File: config.mk
export PLATFORM = sky130hd
export DESIGN_NAME = gf64_tower_power_seq
export DESIGN_NICKNAME = d
export VERILOG_FILES = /design/src/rtl/gf64_tower_power_seq.sv
export SDC_FILE = /design/constraint.sdc
export NUM_CORES = 1
export LEC_CHECK = 0
export BUFFER_PORTS_ARGS = -buffer_cell sky130_fd_sc_hd__buf_2
export CAP_MARGIN = 20
export CORE_ASPECT_RATIO = 0.7
export CORE_MARGIN = 4
export CORE_UTILIZATION = 40
export CTS_BUF_LIST = sky130_fd_sc_hd__clkbuf_4
export DETAILED_ROUTE_END_ITERATION = 16
export GPL_ROUTABILITY_DRIVEN = 0
export GPL_TIMING_DRIVEN = 0
export HOLD_SLACK_MARGIN = 0.03
export PLACE_DENSITY = 0.58
export RECOVER_POWER = 50
export SYNTH_ARGS = -nofsm -noshare
export SYNTH_HDL_FRONTEND = slang
export SYNTH_SLANG_ARGS = --single-unit
export TNS_END_PERCENT = 20
File: constraint.sdc
create_clock -name clk -period 4.1 [get_ports clk]
set_input_delay 0.615 -clock clk [delete_from_list [all_inputs] [get_ports clk]]
set_output_delay 0.615 -clock clk [all_outputs]
set_load 0.01 [all_outputs]
File: src/rtl/gf64_tower_power_seq.sv
// Multi-lane sequential power map y = x^e over GF(64) in tower form GF((2^2)^3).
// Square-and-multiply, MSB-first, one exponent bit per cycle, valid/ready handshake.
// Operands and results stay in tower representation throughout.
module gf64_tower_power_seq #(
  parameter int unsigned LANES     = 1,
  parameter int unsigned USE_FIXED = 0,
  parameter int unsigned FIXED_EXP = 26
) (
  input  logic               clk,
  input  logic               rst,
  input  logic               in_valid,
  output logic               in_ready,
  input  logic [6*LANES-1:0] in_x,
  input  logic [5:0]         in_exp,
  output logic               out_valid,
  input  logic               out_ready,
  output logic [6*LANES-1:0] out_y,
  output logic               busy
);

  localparam int unsigned W        = 6 * LANES;
  localparam logic [5:0]  FixedExp = 6'(FIXED_EXP);

  typedef enum logic [1:0] {StIdle, StRun, StDone} state_e;

  state_e         state_q, state_d;
  logic [W-1:0]   x_q;
  logic [W-1:0]   acc_q;
  logic [W-1:0]   step;
  logic [W-1:0]   out_y_q;
  logic           out_valid_q;
  logic [5:0]     e_q;
  logic [2:0]     idx_q;

  // GF(4), normal basis {w, w^2}: bit0 = coeff of w, 1 = 2'b11.
  function automatic logic [1:0] gf4_mul(input logic [1:0] a, input logic [1:0] b);
    logic t;
    t = (a[0] & b[1]) ^ (a[1] & b[0]);
    return {(a[0] & b[0]) ^ t, (a[1] & b[1]) ^ t};
  endfunction

  function automatic logic [1:0] gf4_sq(input logic [1:0] a);
    return {a[0], a[1]};
  endfunction

  function automatic logic [1:0] gf4_mulw(input logic [1:0] a);
    return {a[0] ^ a[1], a[1]};
  endfunction

  // GF(64) = GF(4)[z]/(z^3 + w); z^3 folds back as w, z^4 as w*z.
  function automatic logic [5:0] gf64_mul(input logic [5:0] a, input logic [5:0] b);
    logic [1:0] c0, c1, c2;
    c0 = gf4_mul(a[1:0], b[1:0])
       ^ gf4_mulw(gf4_mul(a[3:2], b[5:4]) ^ gf4_mul(a[5:4], b[3:2]));
    c1 = gf4_mul(a[1:0], b[3:2]) ^ gf4_mul(a[3:2], b[1:0])
       ^ gf4_mulw(gf4_mul(a[5:4], b[5:4]));
    c2 = gf4_mul(a[1:0], b[5:4]) ^ gf4_mul(a[3:2], b[3:2]) ^ gf4_mul(a[5:4], b[1:0]);
    return {c2, c1, c0};
  endfunction

  // Frobenius is linear: no multiplier needed for squaring.
  function automatic logic [5:0] gf64_sq(input logic [5:0] a);
    return {gf4_sq(a[3:2]), gf4_mulw(gf4_sq(a[5:4])), gf4_sq(a[1:0])};
  endfunction

  // State register.
  always_ff @(posedge clk or posedge rst) begin
    if (rst) begin
      state_q <= StIdle;
    end else begin
      state_q <= state_d;
    end
  end

  // Next-state logic.
  always_comb begin
    state_d = state_q;
    case (state_q)
      StIdle:  if (in_valid)       state_d = StRun;
      StRun:   if (idx_q == 3'd0)  state_d = StDone;
      StDone:  if (out_ready)      state_d = StIdle;
      default:                     state_d = StIdle;
    endcase
  end

  // Handshake/status outputs decoded from the state register.
  always_comb begin
    in_ready = 1'b0;
    busy     = 1'b1;
    case (state_q)
      StIdle: begin
        in_ready = 1'b1;
        busy     = 1'b0;
      end
      default: begin
        in_ready = 1'b0;
        busy     = 1'b1;
      end
    endcase
  end

  // One square-and-multiply step per lane; all lanes share the current exponent bit.
  always_comb begin
    step = '0;
    for (int k = 0; k < int'(LANES); k++) begin
      step[6*k +: 6] = gf64_mul(gf64_sq(acc_q[6*k +: 6]),
                                e_q[idx_q] ? x_q[6*k +: 6] : 6'h03);
    end
  end

  // Datapath registers: operand latch, accumulator, bit index and registered result.
  always_ff @(posedge clk or posedge rst) begin
    if (rst) begin
      x_q         <= '0;
      e_q         <= '0;
      acc_q       <= '0;
      idx_q       <= '0;
      out_y_q     <= '0;
      out_valid_q <= 1'b0;
    end else begin
      case (state_q)
        StIdle: begin
          if (in_valid) begin
            x_q   <= in_x;
            e_q   <= (USE_FIXED != 0) ? FixedExp : in_exp;
            acc_q <= {LANES{6'h03}};
            idx_q <= 3'd5;
          end
        end
        StRun: begin
          acc_q <= step;
          idx_q <= idx_q - 3'd1;
          if (idx_q == 3'd0) begin
            out_y_q     <= step;
            out_valid_q <= 1'b1;
          end
        end
        StDone: begin
          if (out_ready) out_valid_q <= 1'b0;
        end
        default: begin
          out_valid_q <= 1'b0;
        end
      endcase
    end
  end

  assign out_y     = out_y_q;
  assign out_valid = out_valid_q;

endmodule

==> impl_metrics.yaml <==
floorplan:
  core_area_sq_mm: 0.00573
  num_io_pins: 25
  start_util_pct: 41.1
  rows: 23
  die_w_microns: 99.7
  die_h_microns: 72.2
  dieArea_sq_mm: 0.00720
clock_network:
  clock_sinks: 30
  clk_latency_ns: 0.35
  cts_tree: "built"
  cts_htree_levels: 2
  post_cts_buffers: 0
  cts_root_buffer: "clkbuf_4"
  clock_path_buffers: 2
  cts_made_buffers: 5
  ctsHoldBuffers: 0
  cts.reportedPaths.clkPinSlew_ns: 0.12
  cts_resized: 0
yosys:
  synthDistinctLibCells: 60
  ys_ff_latch: 30
  synth_edf_count: 0
  syn_nets: 281
  syn_area_sq_mm: 0.00235
  synth-seq-area-share_pct: 31.9
  synth_top_area_cell: "dfrtp_1"
  synth.area.top_cells: "dfrtp_1, mux2_2, nand2_1"
  synth_flop_cell: "dfrtp_1"
  ys_async_sr_fraction_pct: 100
  synth_top_area_share_pct: 31.9
  netlist_instances: 263
  yosysWarnings: 0
  syn_area_per_cell_sq_um: 8.95
grt:
  grt_max_degree: 19
  grt_pass1_vias: 1826
  grt_pass1_wl_microns: 9380
  gr-total-overflow: 0
  antenna_found_initial: 0
  grt_usage_pct: 16.8
sta:
  relSlewSlack_pct: 36.9
  min_period_ns: 2.35
  period_share_pct: 57.4
  max_clock_freq_mhz: 425
  fin_skew_ns: 0.0121
  setup_violations: 0
  fin_tns_setup_ns: 0
  drv_slew: 0
  tightest_slew_ns: 0.946
  rsz0062_at_grt: "false"
  hold_viol: 0
power:
  seq_power_share_pct: 21.0
  p_sw_share_pct: 49.8
  power_frac_comb_pct: 72.1
  p_int_uw: 1340
  powerDensity_mw_per_mm2: 1010
  peakVddDrop_mv: 0.291
  p_clk_share_pct: 6.9
  power_switching_uw: 1320
  leakagePower_uw: 0.00110
critical_path:
  cp_max_fo: 10
  startpoint_type: "flop"
  crit_path_end_kind: "flop"
  reg2reg_from: "acc_q[1]"
  cp.arrival_ns: 2.58
  critPathKind: "reg2reg"
  startpoint: "acc_q[1]"
  critPathRequiredTime_ns: 4.33
final_layout:
  n_fill_cell: 570
  final_core_util_pct: 45.9
  drive_above_1_share_pct: 25.7
  syn_to_final_growth_pct: 11.5
  nNetsFinal: 313
  n_antenna_cell: 0
outcome:
  status: "complete, no violations"
routing:
  drc: 0
  drt-pass1-iter-count: 4
  vias: 2038
  drt_iter0_markers: 197
  wirelength_microns: 5970
  wl_per_cell_microns: 16.1
  final_antenna_net_count: 0
  viasPerCell: 5.49
run:
  maxCapViolCount: 0
placed_design:
  io_buffers: 24
  hpwl_microns: 4440
worst_hold_path:
  min_path_type: "in2async"
-- worst max-delay path, stage by stage, from the launching register on --
cell	delay [ns]
dfrtp_1	0.44
buf_2	0.21
mux2_2	0.29
a221oi_2	0.31
xnor2_1	0.32
mux2i_1	0.27
a22oi_1	0.11
o22ai_1	0.22
o21ai_1	0.08
-- cell type report --
class / count / area (sq um) / share of cell area, %
plain buffers: 21 / 109 / 4.14
clock buffers: 5 / 37.5 / 1.43
clock inverters: 3 / 16.3 / 0.619
inverters: 9 / 33.8 / 1.29
multi-input cells: 203 / 1460 / 55.6
flip-flops and latches: 30 / 751 / 28.6
well taps: 75 / 93.8 / 3.57
repair buffers: 25 / 124 / 4.72
-- flip-flops by register name, indices dropped and copies added (netlist names) --
name,flops
acc_q,6
e_q,6
idx_q,3
out_valid,1
out_y,6
state_q,2
x_q,6
-- layer usage --
layer  wire length (microns)  part of all wire, %  vias to the layer above  track usage [%]
met4                      70                  1.2                        0             4.70
met1                    3060                   51                      953             26.4
met2                    2450                   41                       66             22.9
met3                     386                  6.5                        8             3.27
li1                        -                    -                     1011                -
met5                       0                    0                        -                0
-- Yosys cell counts (all sizes together), types with 6 or more instances --
library cell and n:
dfrtp 30, nand2b 9, nand2 38, a21oi 8, o21ai 17, clkbuf 9, mux2i 7, nor2b 11
inv 9, buf 12, a221oi 6, mux2 21, nor2 15, xnor2 8
-- power groups by stage --
stage	registers (uW)	clock network, uW	logic [uW]
after CTS	561	187	1910
after floorplan	548	0	1500
after global routing	580	196	2090
final	559	184	1920
after global placement	562	0	1870
after detailed placement	568	0	1890
-- kinds of logic after synthesis --
group / share of synthesized area (%)
and+or+nand+nor: 21.1
AOI/OAI and AO/OA: 21.3
buffers and inverters: 6.06
DFF: 31.9
muxes: 13.5
xor gates and xnor gates: 5.15
adders and majority gates: 1.06
-- worst paths after layout --
check / endpoint / slack, ns / cells after the start
worst max-delay path: out_y[2] / 1.75 / 8
worst min-delay path: x_q[4] / 0.31 / 2
worst max register to register: out_y[2] / 1.75 / 8
worst min register to register: out_y[2] / 0.49 / 2
max in group asynchronous: idx_q[0] / 2.53 / 3
min in group clk: x_q[0] / 0.47 / 3
-- cells in the final DEF (no fill, tap or decap), drive strengths merged, types with 8 or more instances in the layout --
| cell type | Yosys | layout |
|---|---|---|
| nand2 | 38 | 38 |
| buf | 12 | 36 |
| dfrtp | 30 | 30 |
| mux2 | 21 | 21 |
| o21ai | 17 | 17 |
| nor2 | 15 | 15 |
| clkbuf | 9 | 15 |
| nor2b | 11 | 11 |
| inv | 9 | 9 |
| nand2b | 9 | 9 |
| xnor2 | 8 | 8 |
| a21oi | 8 | 8 |
-- per-stage QoR --
step                power [uW]  hold slack, ns  cell area [sq um]  instances  worst slack, ns
floorplan                 2050           0.473               2350        263             2.12
global placement          2430           0.464               2570        362             1.80
detailed placement        2460           0.476               2600        363             1.77
CTS                       2660           0.383               2650        371             1.74
global route              2860           0.360               2630        371             1.60
finish                    2660           0.309               2630        371             1.75
Power figures use the tool's default switching activity.
